## src/rtl/i2s_transmitter.sv

```systemverilog
// ---------------------------------------------------------------------------
// i2s_transmitter
//
// Buffers 16-bit PCM samples from the tone generator in a small FIFO and
// serialises each one as a stereo I2S frame with the same word on both
// channels. The bit clock and word select are divided down from clk. All
// outputs are registered and change only on the clk cycle of a bclk
// falling edge, so the codec can sample cleanly on the rising edge.
//
// Ports:
//   clk            in   system clock
//   reset          in   asynchronous, active-high reset
//   sample[15:0]   in   signed PCM sample from the tone generator
//   sample_valid   in   sample is presented this cycle
//   sink_ready     out  FIFO can accept a sample this cycle
//   bclk           out  I2S bit clock (32 bclk per frame)
//   lrclk          out  I2S word select, 0 = left, 1 = right
//   sdata          out  I2S serial data, MSB first, one-bit delayed
//   underrun       out  one-clk pulse when a frame starts with the FIFO empty
//   underrun_count out  saturating count of underruns
// ---------------------------------------------------------------------------
module i2s_transmitter #(
   parameter int unsigned BCLK_HALF  = 16,  // clk cycles per bclk half-period, >= 2
   parameter int unsigned FIFO_DEPTH = 4    // power of two, >= 2
) (
   input  logic        clk,
   input  logic        reset,
   input  logic [15:0] sample,
   input  logic        sample_valid,
   output logic        sink_ready,
   output logic        bclk,
   output logic        lrclk,
   output logic        sdata,
   output logic        underrun,
   output logic [15:0] underrun_count
);

   localparam int unsigned DIV_W = $clog2(BCLK_HALF);
   localparam int unsigned PTR_W = $clog2(FIFO_DEPTH);
   localparam int unsigned OCC_W = PTR_W + 1;

   // ------------------------------------------------------------------
   // State
   // ------------------------------------------------------------------
   logic [DIV_W-1:0] div_reg;
   logic             bclk_reg;
   logic [4:0]       slot_reg;
   logic             lrclk_reg;
   logic             sdata_reg;
   logic [15:0]      tx_word_reg;
   logic             underrun_reg;
   logic [15:0]      underrun_count_reg;

   logic [15:0]      fifo_mem [FIFO_DEPTH];
   logic [PTR_W-1:0] wr_ptr_reg;
   logic [PTR_W-1:0] rd_ptr_reg;
   logic [OCC_W-1:0] occ_reg;

   // ------------------------------------------------------------------
   // Combinational decode
   // ------------------------------------------------------------------
   logic       div_terminal;
   logic       fall_event;
   logic       frame_start;
   logic [4:0] slot_next;
   logic [3:0] bit_idx;
   logic       sdata_next;
   logic       fifo_empty;
   logic       fifo_full;
   logic       push;
   logic       pop;

   assign div_terminal = (div_reg == DIV_W'(BCLK_HALF - 1));
   assign fall_event   = div_terminal && bclk_reg;
   assign slot_next    = slot_reg + 5'd1;
   // Entering slot 0 is the frame boundary: that is where the FIFO is popped.
   assign frame_start  = fall_event && (slot_next == 5'd0);

   assign fifo_empty = (occ_reg == OCC_W'(0));
   assign fifo_full  = (occ_reg == OCC_W'(FIFO_DEPTH));

   // Ready depends only on registered occupancy; a slot freed by a pop
   // becomes visible on the following cycle.
   assign sink_ready = !reset && !fifo_full;
   assign push       = sample_valid && sink_ready;
   assign pop        = frame_start && !fifo_empty;

   // With the one-bit I2S delay, slots 1..16 carry bits 15..0 and slots
   // 17..31 carry bits 15..1, then slot 0 carries bit 0. In every case the
   // bit index is (-slot) mod 16. At slot 0 tx_word_reg still holds the
   // previous frame's word, because the newly popped word lands on the
   // same edge.
   always_comb begin
      bit_idx    = 4'(5'd0 - slot_next);
      sdata_next = tx_word_reg[bit_idx];
   end

   // ------------------------------------------------------------------
   // FIFO storage: no reset, only the pointers are cleared.
   // ------------------------------------------------------------------
   always_ff @(posedge clk) begin
      if (push) begin
         fifo_mem[wr_ptr_reg] <= sample;
      end
   end

   // ------------------------------------------------------------------
   // Clock divider, frame slot counter, serialiser and FIFO control
   // ------------------------------------------------------------------
   always_ff @(posedge clk or posedge reset) begin
      if (reset) begin
         div_reg            <= '0;
         bclk_reg           <= 1'b0;
         slot_reg           <= 5'd31;
         lrclk_reg          <= 1'b1;
         sdata_reg          <= 1'b0;
         tx_word_reg        <= 16'h0000;
         underrun_reg       <= 1'b0;
         underrun_count_reg <= 16'h0000;
         wr_ptr_reg         <= '0;
         rd_ptr_reg         <= '0;
         occ_reg            <= '0;
      end else begin
         // Divider and bit clock
         if (div_terminal) begin
            div_reg  <= '0;
            bclk_reg <= !bclk_reg;
         end else begin
            div_reg <= div_reg + DIV_W'(1);
         end

         underrun_reg <= 1'b0;

         // Frame outputs move only on bclk falling edges
         if (fall_event) begin
            slot_reg  <= slot_next;
            lrclk_reg <= slot_next[4];
            sdata_reg <= sdata_next;
            if (frame_start) begin
               if (fifo_empty) begin
                  tx_word_reg  <= 16'h0000;
                  underrun_reg <= 1'b1;
                  if (underrun_count_reg != 16'hFFFF) begin
                     underrun_count_reg <= underrun_count_reg + 16'd1;
                  end
               end else begin
                  tx_word_reg <= fifo_mem[rd_ptr_reg];
               end
            end
         end

         // FIFO pointers and occupancy
         if (push) begin
            wr_ptr_reg <= wr_ptr_reg + PTR_W'(1);
         end
         if (pop) begin
            rd_ptr_reg <= rd_ptr_reg + PTR_W'(1);
         end
         case ({push, pop})
            2'b10:   occ_reg <= occ_reg + OCC_W'(1);
            2'b01:   occ_reg <= occ_reg - OCC_W'(1);
            default: occ_reg <= occ_reg;
         endcase
      end
   end

   assign bclk           = bclk_reg;
   assign lrclk          = lrclk_reg;
   assign sdata          = sdata_reg;
   assign underrun       = underrun_reg;
   assign underrun_count = underrun_count_reg;

endmodule

```

## config.mk

```make
export PLATFORM = sky130hd
export DESIGN_NAME = i2s_transmitter
export DESIGN_NICKNAME = d
export VERILOG_FILES = /design/src/rtl/i2s_transmitter.sv
export SDC_FILE = /design/constraint.sdc
export NUM_CORES = 1
export LEC_CHECK = 0
export ABC_AREA = 0
export CAP_MARGIN = 20
export CORE_MARGIN = 1.5
export CORE_UTILIZATION = 57
export CTS_BUF_LIST = sky130_fd_sc_hd__clkbuf_8 sky130_fd_sc_hd__clkbuf_16
export CTS_CLUSTER_DIAMETER = 80
export DETAILED_ROUTE_END_ITERATION = 12
export PLACE_DENSITY = 0.78
export SLEW_MARGIN = 25
export SYNTH_ARGS = -nofsm -noshare
export SYNTH_HDL_FRONTEND = slang
export SYNTH_SLANG_ARGS = --single-unit
```

## constraint.sdc

```tcl
create_clock -name clk -period 3.9 [get_ports clk]
set_clock_uncertainty 0.15 [all_clocks]
set_input_delay 0.78 -clock clk [delete_from_list [all_inputs] [get_ports clk]]
set_output_delay 0.78 -clock clk [all_outputs]
set_load 0.005 [all_outputs]
```

**After elaboration in Yosys (flattened, before gate mapping)**

Memories as Yosys holds them, arrays and structs flattened.
Cells that the tools add are included.

- Equal/unequal tests: 5
- Muxes and demuxes: 10
- Order comparisons: 1
- Add/subtract/negate cells: 8
- $mul: 0
- Divide/modulo/power cells: 0
- Reductions and logical operators: 14
- Bitwise gates (word level): 0
- Shift-type cells: 0

Operators with widths:

| operator | number |
|---|---|
| 16-bit by 1-bit adder with 16-bit output (second input constant) | 1 |
| 16-bit 2-to-1 mux | 1 |
| 16-bit != test (second input constant) | 1 |
| 1-bit 2-to-1 mux | 6 |
| 3-bit one-hot mux with 2 select lines | 1 |
| 5-bit by 1-bit adder with 5-bit output (second input constant) | 1 |
| 1-bit logical AND | 5 |
| 5-bit logical NOT | 1 |
| 4-bit by 5-bit less-than comparator with 1-bit output (second input constant) | 1 |
| 2-bit by 1-bit adder with 2-bit output (second input constant) | 2 |
| 4-bit by 1-bit adder with 4-bit output (second input constant) | 1 |
| 1-bit binary-select mux with 4-bit select | 1 |
| 4-bit == test (second input constant) | 1 |
| 1-bit logical NOT | 4 |
| 4-bit 2-to-1 mux | 1 |
| 4-bit AND reduction | 1 |
| 1-bit by 4-bit subtractor with 4-bit output (first input constant) | 1 |
| 3-bit by 1-bit adder with 3-bit output (second input constant) | 1 |
| 3-bit == test (second input constant) | 1 |
| 3-bit logical NOT | 1 |
| 3-bit by 1-bit subtractor with 3-bit output (second input constant) | 1 |
| 2-bit by 1-bit == test with 1-bit output (second input constant) | 1 |
| 2-bit == test (second input constant) | 1 |
| 2-bit AND reduction | 1 |
| 2-bit nonzero test | 1 |

- Word-level logic and storage cells: 50
- Output and inout bits: 21
- Bits of input ports: 19
- ROM bits: 0
- Memories kept: 1
- Bits in writable memories: 64
- Bits in latches: 0
- Flip-flop bits (word level): 52

Memories:

| memory | depth | bits a word | rd ports | clocked after Yosys merged registers in | wr ports | line | text |
|---|---|---|---|---|---|---|---|
| fifo_mem | 4 | 16 | 1 | 0 | 1 | 54 | `logic [15:0] fifo_mem [FIFO_DEPTH];` |

**Longest topological paths before layout**

- Word-level depth: 6
- Mapped depth: 11
- Depth with buffers taken out: 10

**Worst setup path after synthesis**

No wires, ideal clock.

- Path kind: reg2reg
- Start point: reg slot_reg[0]
- End point: reg occ_reg[2]
- Path buffers: 0
- Path slack: 1.063 ns
- Data arrival time: 2.608 ns
- Stages on the path, launching flop included: 11
- Period minus slack after synthesis: 2.837 ns
- Library setup time: 0.079 ns
- Path through: dfstp_2 ha_1 nand3_1 xnor2_1 nor4_1 ha_1 inv_1 fa_1 xor2_1 nor2_1 xor2_1

- Word-level cells in the longest chain between the ends: 6

RTL lines:

| what | line | text |
|---|---|---|
| start, declared | 47 | `logic [4:0] slot_reg;` |
| start signal, assigned | 136 | `slot_reg <= slot_next;` |
| 5-bit by 1-bit adder with 5-bit output * | 75 | `assign slot_next = slot_reg + 5'd1;` |
| 5-bit logical NOT * | 77 | `assign frame_start = fall_event && (slot_next == 5'd0);` |
| 1-bit logical AND * | 77 |  |
| 1-bit logical AND * | 86 | `assign pop = frame_start && !fifo_empty;` |
| net pop | 71 | `logic pop;` |
| 2-bit by 1-bit == test with 1-bit output / 2-bit == test (equally long branches) | 159 | `case ({push, pop})` |
| 3-bit one-hot mux with 2 select lines / 2-bit nonzero test (equally long branches) | n/a |  |
| end signal, assigned | 160 | `2'b10: occ_reg <= occ_reg + OCC_W'(1);` |
| end signal, assigned | 161 | `2'b01: occ_reg <= occ_reg - OCC_W'(1);` |
| end signal, assigned | 162 | `default: occ_reg <= occ_reg;` |
| end, declared | 57 | `logic [OCC_W-1:0] occ_reg;` |

Mark *: on every way through the listed nets, which the timed path passes. The rest lies on a longest branch.
A chain may end at the register's enable or synchronous reset.

**Worst setup path in the final report**

Ends and elaborated chain as after synthesis.

==> results.md <==
- Run status: finished, final reports clean
- Initial Utilization: 0.592
- Die W: 95.6 um
- Reg2reg start: slot_reg[0]$_DFFE_PP1P_
- Total of max-cap violations: 0
- Worst path required time: about 4200 ps
- Crit-path max cell delay: 630 ps
- Worst Path Buf+Inv: 1
- Clock power frac: 0.468
- # DRC: 0
- Endpoint class of the critical path: flip-flop
- Area delta synth->final: 20.9%
- Worst slew pin tran: 860 ps
- Post-CTS Hold Fix Bufs: 0
- GRT overflow: 0
- Fin Setup TNS: 0 ps
- H-tree depth: 4
- Routed Antenna Nets: 0
- Reg power frac: 0.459
- Crit share post-route: 0.837
- Share of cells above drive strength 1: 0.177
- HP Class: reg -> reg
- Mapped Cells: between 300 and 400
- Yosys reg bits: 115
- First-pass iteration count of the detailed router: 5
- Element type at the critical path start: flip-flop
- Vias per inst: 5.60
- Crit path capture: occ_reg[2]$_DFFE_PP0P_
- First-pass GRT wire length: 13.2 mm
- Sw Pwr: 0.726 mW
- Clock latency on the worst-skew pair: 500 ps
- Largest net degree at the start of global routing: 52
- RSZ-0062 raised after global routing: no
- FP Rows: 33
- Fin. Hold Viols: 0
- Synthesized area: roughly 4900 um2
- Vias in the first global route: around 2.7k
- Post-synthesis sequential area ratio: 0.656
- Logic gate share of total power: 0.073
- YS warnings: 0
- DP Area: between 5000 and 6000 um2
- Final setup violation count: 0
- Post-CTS Setup Inserts: 0
- Critical path peak fanout: 9
- Crit path kind: reg -> reg
- CP Depth: 10
- Max reg flops: 64
- EDFF count, synth: 64
- CTS Root Buffer Type: clkbuf_8
- Die H: ~96 um
- IO Port Bufs: 39
- Power Dens Cells: 527 nW/um2
- Synth cell types: between 40 and 50
- Post-Syn Nets: 356
- Number of antenna diodes: 0
- Avg WL per Cell: approximately 16 um
- Slew Viols, Final: 0
- F_max: ~0.31 GHz
- Synth area leader: edfxtp_1
- Die area: between 9000 and 10000 um2
- Fillers: 539
- Max_slew headroom: 0.426
- Worst path slowest cell: dfstp_2
- Arr. time, crit path: 3530 ps
- Clock tree buffer depth: 2
- # IOs: 40
- Clock transition at the registers of the reported paths: ~60 ps
- Min Tclk post-route: 3270 ps
- R2r endpoint: occ_reg[2]$_DFFE_PP0P_
- CTS tree: yes
- CORE AREA: 8260 um2
- Post-CTS sizing: 0
- Share of the synthesized area in the top cell type: 0.393
- Primary FF master, synth: edfxtp_1
- Power Internal: 2.39 mW
- P_leak: 2.22 nW
- Detailed Route WL: around 8 mm
- Area contributors post-synth: edfxtp_1, dfrtp_1, mux4_2, xnor2_1, nand3_1
- Clock sink count: 115
- Largest delay share family, worst path: adder cells
- Synthesized area per cell: 14.9 um2
- Post-route cell area: about 6000 um2
- Reg2Reg Setup Slack: about 630 ps
- Nets: 401
- Iter 0 DRT Violations: around 170
- Crit-path cells: ha_1 > nand3_1 > xnor2_1 > nor4_1 > ha_1 > inv_1 > fa_1 > xor2_1 > nor2_1 > xor2_1
- Total GRT Usage: 0.196
- Asr flop ratio synth: 0.443
- Clock buffer count from CTS: 17
- Switch share: 0.233
- DR vias: 2744
- Global placement routability congestion: 0.749
- Initial antenna violation count: 0
- R2R depth: 10
- Max rail drop VDD: 0.000374 V
- HPWL after DPL: 5.12 mm
- Critical Path Source: slot_reg[0]$_DFFE_PP1P_
synth_stat cells (3+ instances only):
cell and instances:
nor2_1 6, buf_2 6, clkbuf_1 5, and2_1 3, dfrtp_1 46, ha_1 9
mux4_2 20, and3_1 10, nand4_1 6, nand2_1 13, nand3_1 28, xor2_1 9
edfxtp_1 64, inv_1 26, xnor2_1 21, o21ai_0 20, dfstp_2 5, nor3_1 3
routing by layer:
| metal | part of all wire | wire length [um] | track usage | up-vias |
|---|---|---|---|---|
| met5 | 0 | 0 | 0 | - |
| met4 | 0.0064 | 51 | 0.0760 | 0 |
| met3 | 0.040 | 317 | 0.0470 | 6 |
| met2 | 0.49 | 3940 | 0.321 | 86 |
| met1 | 0.46 | 3660 | 0.254 | 1355 |
| li1 | - | - | - | 1297 |
cell usage in the layout (no fill, tap or decap), drive strengths merged, types with 2 or more instances in the layout:
cell type / n
clkdlybuf4s50: 39
dfrtp: 46
clkinvlp: 4
and4: 2
clkbuf: 17
xor2: 9
o21ai: 20
ha: 9
nand2: 14
or3: 2
nor4: 2
nor3: 3
bufinv: 2
nor2: 6
nand3: 28
mux4: 20
a31oi: 2
dfstp: 5
and3: 10
and2: 3
edfxtp: 64
nand4: 6
inv: 28
clkinv: 7
xnor2: 21
power by group through the flow:
stage | Clock [mW] | Sequential [mW] | Combinational (mW)
after floorplan | 0 | 1.44 | 0.158
after global placement | 0 | 1.45 | 0.213
after detailed placement | 0 | 1.45 | 0.231
after CTS | 1.48 | 1.43 | 0.233
after global routing | 1.54 | 1.44 | 0.252
final | 1.46 | 1.43 | 0.227
through the flow:
stage	instances	utilization	hold slack [ps]	setup WS, ps	power [mW]
floorplan	327	-	299	1060	1.60
finish	490	0.715	341	635	3.11
detailed placement	458	0.646	335	687	1.68
CTS	490	0.715	347	617	3.14
global route	490	0.715	365	372	3.23
global placement	458	0.646	312	831	1.66
cell type report:
| class | count | area, um2 | area share |
|---|---|---|---|
| sequential | 115 | 3210 | 0.543 |
| multi-input combinational | 172 | 1500 | 0.254 |
| clock buffer | 17 | 414 | 0.0701 |
| timing repair buffer | 40 | 398 | 0.0673 |
| clock inverter | 15 | 158 | 0.0267 |
| tap | 105 | 131 | 0.0222 |
| inverter | 26 | 98.8 | 0.0167 |
how the worst min path moves through the flow:
stage,startpoint,to,slack (ps),cells past startpoint
finish,underrun_count[4]$_DFFE_PP0P_,underrun_count[4]$_DFFE_PP0P_,340,1
global route,underrun_count[14]$_DFFE_PP0P_,underrun_count[14]$_DFFE_PP0P_,360,1
CTS,div_reg[0]$_DFF_PP0_,div_reg[0]$_DFF_PP0_,350,1
detailed placement,underrun_count[4]$_DFFE_PP0P_,underrun_count[4]$_DFFE_PP0P_,340,1
global placement,div_reg[0]$_DFF_PP0_,div_reg[0]$_DFF_PP0_,310,1
floorplan,div_reg[0]$_DFF_PP0_,div_reg[0]$_DFF_PP0_,300,1
cell families (layout without fill, tap and decap cells):
family | count (synthesis) | in the layout | share of synthesized area
adders and majority gates | 10 | 10 | 0.0271
buffers and inverters | 40 | 98 | 0.0376
muxes | 22 | 22 | 0.0965
xor gates and xnor gates | 30 | 30 | 0.0538
and+or+nand+nor | 79 | 79 | 0.0891
AOI/OAI and AO/OA | 31 | 31 | 0.0399
DFF | 115 | 115 | 0.656
Power figures use the tool's default switching activity.
